<file path="config.mk">
export PLATFORM = sky130hd
export DESIGN_NAME = inst_decode
export DESIGN_NICKNAME = d
export VERILOG_FILES = /design/src/rtl/inst_decode.sv
export SDC_FILE = /design/constraint.sdc
export NUM_CORES = 2
export LEC_CHECK = 0
export CAP_MARGIN = 20
export CORE_UTILIZATION = 66
export DETAILED_ROUTE_END_ITERATION = 7
export GPL_TIMING_DRIVEN = 0
export PLACE_DENSITY = 0.91
export SLEW_MARGIN = 20
export SYNTH_ARGS = -nofsm -noshare
export SYNTH_HDL_FRONTEND = slang
export SYNTH_SLANG_ARGS = --single-unit
</file>
<file path="constraint.sdc">
create_clock -name clk -period 4.8 [get_ports clk]
set_input_delay 0.96 -clock clk [delete_from_list [all_inputs] [get_ports clk]]
set_output_delay 0.96 -clock clk [all_outputs]
set_load 0.05 [all_outputs]
</file>
<file path="src/rtl/inst_decode.sv">
// inst_decode: ID stage with 32-entry register file, R/I-subset decode and registered ID/EX outputs
module inst_decode #(
  parameter int DATA_W    = 32,
  parameter int REG_AW    = 5,
  parameter int BYPASS_EN = 1
) (
  input  logic              clk,
  input  logic              rst,
  input  logic              stall,
  input  logic              flush,
  input  logic [31:0]       pc_in,
  input  logic [31:0]       instruction_in,
  input  logic              wb_we,
  input  logic [REG_AW-1:0] wb_waddr,
  input  logic [DATA_W-1:0] wb_wdata,
  output logic [31:0]       pc_out,
  output logic [DATA_W-1:0] rs_data,
  output logic [DATA_W-1:0] rt_data,
  output logic [DATA_W-1:0] imm_ext,
  output logic [REG_AW-1:0] dest_addr,
  output logic [3:0]        alu_op,
  output logic              alu_src_imm,
  output logic              reg_we,
  output logic              valid_out,
  output logic              illegal
);
  logic [DATA_W-1:0] rf [2**REG_AW];
  logic [5:0] op, funct;
  logic [REG_AW-1:0] rs, rt, rd, d_dest;
  logic [3:0] r_op, d_alu;
  logic r_ok, is_r, is_andi, is_addi, dec_ok, wb_hit;
  logic [DATA_W-1:0] rs_rd, rt_rd, d_imm;
  assign op      = instruction_in[31:26];
  assign funct   = instruction_in[5:0];
  assign rs      = instruction_in[21 +: REG_AW];
  assign rt      = instruction_in[16 +: REG_AW];
  assign rd      = instruction_in[11 +: REG_AW];
  assign wb_hit  = wb_we && wb_waddr != '0;
  // r0 is never written, so the array read alone already returns 0 for it
  assign rs_rd   = (BYPASS_EN != 0 && wb_hit && wb_waddr == rs) ? wb_wdata : rf[rs];
  assign rt_rd   = (BYPASS_EN != 0 && wb_hit && wb_waddr == rt) ? wb_wdata : rf[rt];
  always_comb begin
    r_ok = 1'b1;
    case (funct)
      6'b100100: r_op = 4'd0;
      6'b100101: r_op = 4'd1;
      6'b100110: r_op = 4'd2;
      6'b100111: r_op = 4'd3;
      6'b100000: r_op = 4'd4;
      6'b100001: r_op = 4'd5;
      6'b100010: r_op = 4'd6;
      6'b100011: r_op = 4'd7;
      6'b101010: r_op = 4'd8;
      default: begin
        r_op = 4'd0;
        r_ok = 1'b0;
      end
    endcase
  end
  assign is_r    = op == 6'b000000;
  assign is_andi = op == 6'b001100;
  assign is_addi = op == 6'b001000;
  assign dec_ok  = (is_r && r_ok) || is_andi || is_addi;
  assign d_dest  = !dec_ok ? '0 : is_r ? rd : rt;
  assign d_alu   = is_r ? r_op : is_addi ? 4'd4 : 4'd0;
  assign d_imm   = is_andi ? {{(DATA_W-16){1'b0}}, instruction_in[15:0]}
                           : {{(DATA_W-16){instruction_in[15]}}, instruction_in[15:0]};
  always_ff @(posedge clk) begin
    if (rst) begin
      for (int i = 0; i < 2**REG_AW; i++) rf[i] <= '0;
    end else if (wb_hit) begin
      rf[wb_waddr] <= wb_wdata;
    end
  end
  always_ff @(posedge clk) begin
    if (rst || flush) begin
      pc_out      <= '0;
      rs_data     <= '0;
      rt_data     <= '0;
      imm_ext     <= '0;
      dest_addr   <= '0;
      alu_op      <= '0;
      alu_src_imm <= 1'b0;
      reg_we      <= 1'b0;
      valid_out   <= 1'b0;
      illegal     <= 1'b0;
    end else if (!stall) begin
      pc_out      <= pc_in;
      rs_data     <= rs_rd;
      rt_data     <= rt_rd;
      imm_ext     <= d_imm;
      dest_addr   <= d_dest;
      alu_op      <= d_alu;
      alu_src_imm <= is_andi || is_addi;
      reg_we      <= dec_ok && d_dest != '0;
      valid_out   <= 1'b1;
      illegal     <= !dec_ok && instruction_in != '0;
    end
  end
endmodule

</file>
# [Word-level counts from Yosys, hierarchy flattened]
# Memory sizes are Yosys's and may differ from the RTL's. A register that Yosys moved wholly into a read port is not among the register bits.
# Cells that the tools add are included.
[word_totals] ram_bits=1024 mem_count=1 in_bits=106 output_inout_bits=141 elab_cells=52 reg_bits=77
[mem_list] memory="rf" words=32 width=32 rd=2 rd_clocked_by_memory_dff=2 wr=32 line="27" rtl="logic [DATA_W-1:0] rf [2**REG_AW];"
[classes] mux=15 n_reduce_logical=17 eq_ne=11
[op_table] op="32-bit two-way mux" count=2
[op_table] op="6-bit equality test (second input constant)" count=9
[op_table] op="4-bit case mux with 8 select lines" count=1
[op_table] op="32-bit nonzero test" count=1
[op_table] op="32-bit OR reduction" count=1
[op_table] op="5-bit two-way mux" count=3
[op_table] op="6-bit by 4-bit equality test with 1-bit output (second input constant)" count=2
[op_table] op="5-bit nonzero test" count=2
[op_table] op="9-bit OR reduction" count=1
[op_table] op="1-bit two-way mux" count=7
[op_table] op="6-bit zero test" count=1
[op_table] op="1-bit logical AND" count=4
[op_table] op="1-bit logical OR" count=4
[op_table] op="4-bit two-way mux" count=1
[op_table] op="1-bit zero test" count=3
[op_table] op="3-bit two-way mux" count=1

# [Depth between registers and ports, before layout]
[logic_depth] ltp_word=9 depth_mapped=9 depth_no_buf=5

# [Least setup slack after synthesis]
# Ideal clock, no wire load.
[synth_path] path_kind="input -> register" from="input wb_waddr[2]" to="memory rf[12][0] (enable)" t_arrival_ps=2386 required_ps=4470 setup_slack_ps=2085 path_buffers=2 path_stages=6 path_cell_list="buf_6 or3_4 buf_6 nand3b_1 nor2_1 or2_2"
[synth_lines] element="start: declaration" line="14" rtl="input logic [REG_AW-1:0] wb_waddr,"
[synth_lines] element="end: declaration" line="27"

==> qor.csv <==
metric,value,unit
status,finished with violations,
failing checks,design-rule violations,
grt ovf,0,
YS warnings,0,
clock root buffer,clkbuf_16,
headroom to the max-slew limit,0.0974,
port buffer count,234,
Die X-Extent,300,um
CTS buffer count,114,
wire per inst,41.2,um
P_leak,22.8,nW
Worst-Margin Slew,1.35,ns
Final Max Tran Viols,0,
layout cells sized above 1,0.196,
Design Power,0.0242,W
die area,90200,sq um
Crit path largest cell delay,0.99,ns
DRC viols,81,
fin util,0.756,
routed vias,44300,
dpl hpwl,157,mm
"commonest non-fill, non-tap cell in the layout",edfxtp_1,
count of cell types in the netlist,63,
largest net degree at the start of global routing,33,
Post-synth EDFFs,1024,
vias in the first global route,43300,
Vias/cell,7.92,
pwr/cell area,363,nW/um^2
# Max-Cap Violations,0,
top cell type by total area after synthesis,edfxtp_1,
post-synthesis sequential area ratio,0.566,
"slowest stage cell, crit path",or2_2,
maximum clock insertion buffer count,3,
layout net count,4422,
RSZ-0062 raised after global routing,no,
final hold viol count,0,
VDD IR-drop max,0.000358,V
Core Area,88200,sq um
initial antenna violation count,8,
Async SR Flop Fraction,0,
crit path DAT,5.10,ns
top post-synthesis cells by area,"edfxtp_1, mux4_2, and2_1",
post-CTS setup buffers,0,
most frequent cells in the layout,"edfxtp_1, and2_1, mux4_2",
pre-CTS WS,-0.251,ns
TritonCTS clock tree,yes,
Resized cells post-CTS,0,
Total Wirelength,231,mm
Startpoint Class,primary input,
number of synthesized register bits,1150,
Worst Path Required,5.17,ns
"Reg clk slew, reported paths",0.06,ns
crit share post-route,0.986,
Tot GR Track Use,0.514,
Hold WS,0.463,ns
cell count after synthesis,3931,
"Avg Cell Area, Syn",14.9,sq um
first-pass GRT wire length,317,mm
CP Cell Sequence,clkdlybuf4s50_1 -> nor2b_1 -> nor2b_1 -> nand3b_1 -> nor2_1 -> or2_2,
Post-synth top flop,edfxtp_1,
Final WS setup,0.0655,ns
initial core utilization,0.666,
Cell Rows,109,
min cycle time layout,4.73,ns
Crit. End Element,register,
final setup fails,0,
Routed Antenna Nets,0,
Hold Path Class,register to register,
gpl congestion,1.09,
Post-Synthesis Cell Area,58800,sq um
Boundary Pins,247,
cts hold-fix bufs,0,
P&R area growth vs syn,13.5,%
CP max FO,32,
H-tree Lvls,3,
Yosys top cell area share,0.523,
latest clock arrival within the worst-skew pair,0.75,ns
most frequent CP cell,nor2b_1,
fmax,0.211,GHz
Detailed Routing Iterations Pass 1,8,
WS Path Type,primary input to register,
clk sinks,1150,
First DRT Iteration DRCs,9958,
Die Ht,300,um
Clock Skew,0.0266,ns
-- cell families after synthesis --
group | count (synthesis) | synth area share
muxes | 661 | 0.218
xor gates and xnor gates | 10 | 0.00149
and+or+nand+nor | 1306 | 0.133
DFF | 1150 | 0.566
other | 1 | 0.0000638
buffers and inverters | 433 | 0.0346
AOI/OAI and AO/OA | 370 | 0.0464
-- final cells by class --
cell class,instances,area [sq um]
plain buffers,428,2030
flip-flops and latches,1150,33300
clock inverters,72,656
multi-input cells,2379,23600
diodes,9,22.5
well taps,1165,1460
repair buffers,238,2430
clock buffers,144,3160
fillers,5030,21600
inverters,5,20.0
-- power breakdown --
part	internal, W	switching, W	total (W)	leakage, nW
combinational	0.00116	0.00199	0.00315	10.2
sequential	0.0114	0.000341	0.0118	10.8
clock	0.00511	0.00418	0.00929	1.88
total	0.0177	0.00652	0.0242	22.8
-- cell usage after synthesis, drive strengths merged (4+ instances only) --
cell type and count:
edfxtp 1024, and2 996, mux4 496, clkbuf 283, a22oi 166, mux2i 165, buf 145, dfxtp 126
nor2 97, o21ai 70, nand2 49, nand3 47, nand4 37, or2 33, o22a 32, o211ai 26
a222oi 25, a21oi 18, nor2b 11, xnor2 10, a221o 6, nor3 6, nor4 6, a221oi 5
a41oi 5, nand3b 5, or3 5, inv 4, o21a 4, o311ai 4
-- worst max-delay path: cells and delay by family --
family | cells | cell delay [ns]
AND/OR/NAND/NOR | 5 | 3.14
buffers and inverters | 1 | 0.95
-- through the flow --
step           std cells  area, sq um  TNS, ns
6_report            5590        66700        0
3_3_place_gp        5361        62700   -65.07
3_5_place_dp        5363        62700   -59.31
4_1_cts             5579        66600        0
2_1_floorplan       3962        58900        0
5_1_grt             5584        66700        0
-- metal layers --
metal  wire, um  track usage  vias up
li1           -            -    15900
met1      65500        0.595    21200
met2      95000        0.712     5554
met3      43700        0.262     1599
met4      26000        0.425       12
met5        273       0.0169        -
-- state kept, by name, indices dropped and copies added, names as in the netlist --
register and flops:
alu_op 4, alu_src_imm 1, dest_addr 5, illegal 1, imm_ext 17, pc_out 32
reg_we 1, rf 1024, rs_data 32, rt_data 32, valid_out 1
-- worst paths after layout --
| kind | startpoint | end | slack, ns | cells past startpoint |
|---|---|---|---|---|
| setup / recovery | rst | rf[12][0]$_SDFFCE_PN0P_ | 0.07 | 6 |
| hold / removal | dest_addr[2]$_SDFFE_PP0N_ | dest_addr[2]$_SDFFE_PP0N_ | 0.46 | 2 |
| setup reg to reg | rf[29][1]$_SDFFCE_PN0P_ | rs_data[1]$_SDFFE_PP0N_ | 2.14 | 5 |
| hold reg to reg | dest_addr[2]$_SDFFE_PP0N_ | dest_addr[2]$_SDFFE_PP0N_ | 0.46 | 2 |
No activity file was read; power rests on OpenSTA's default activity.
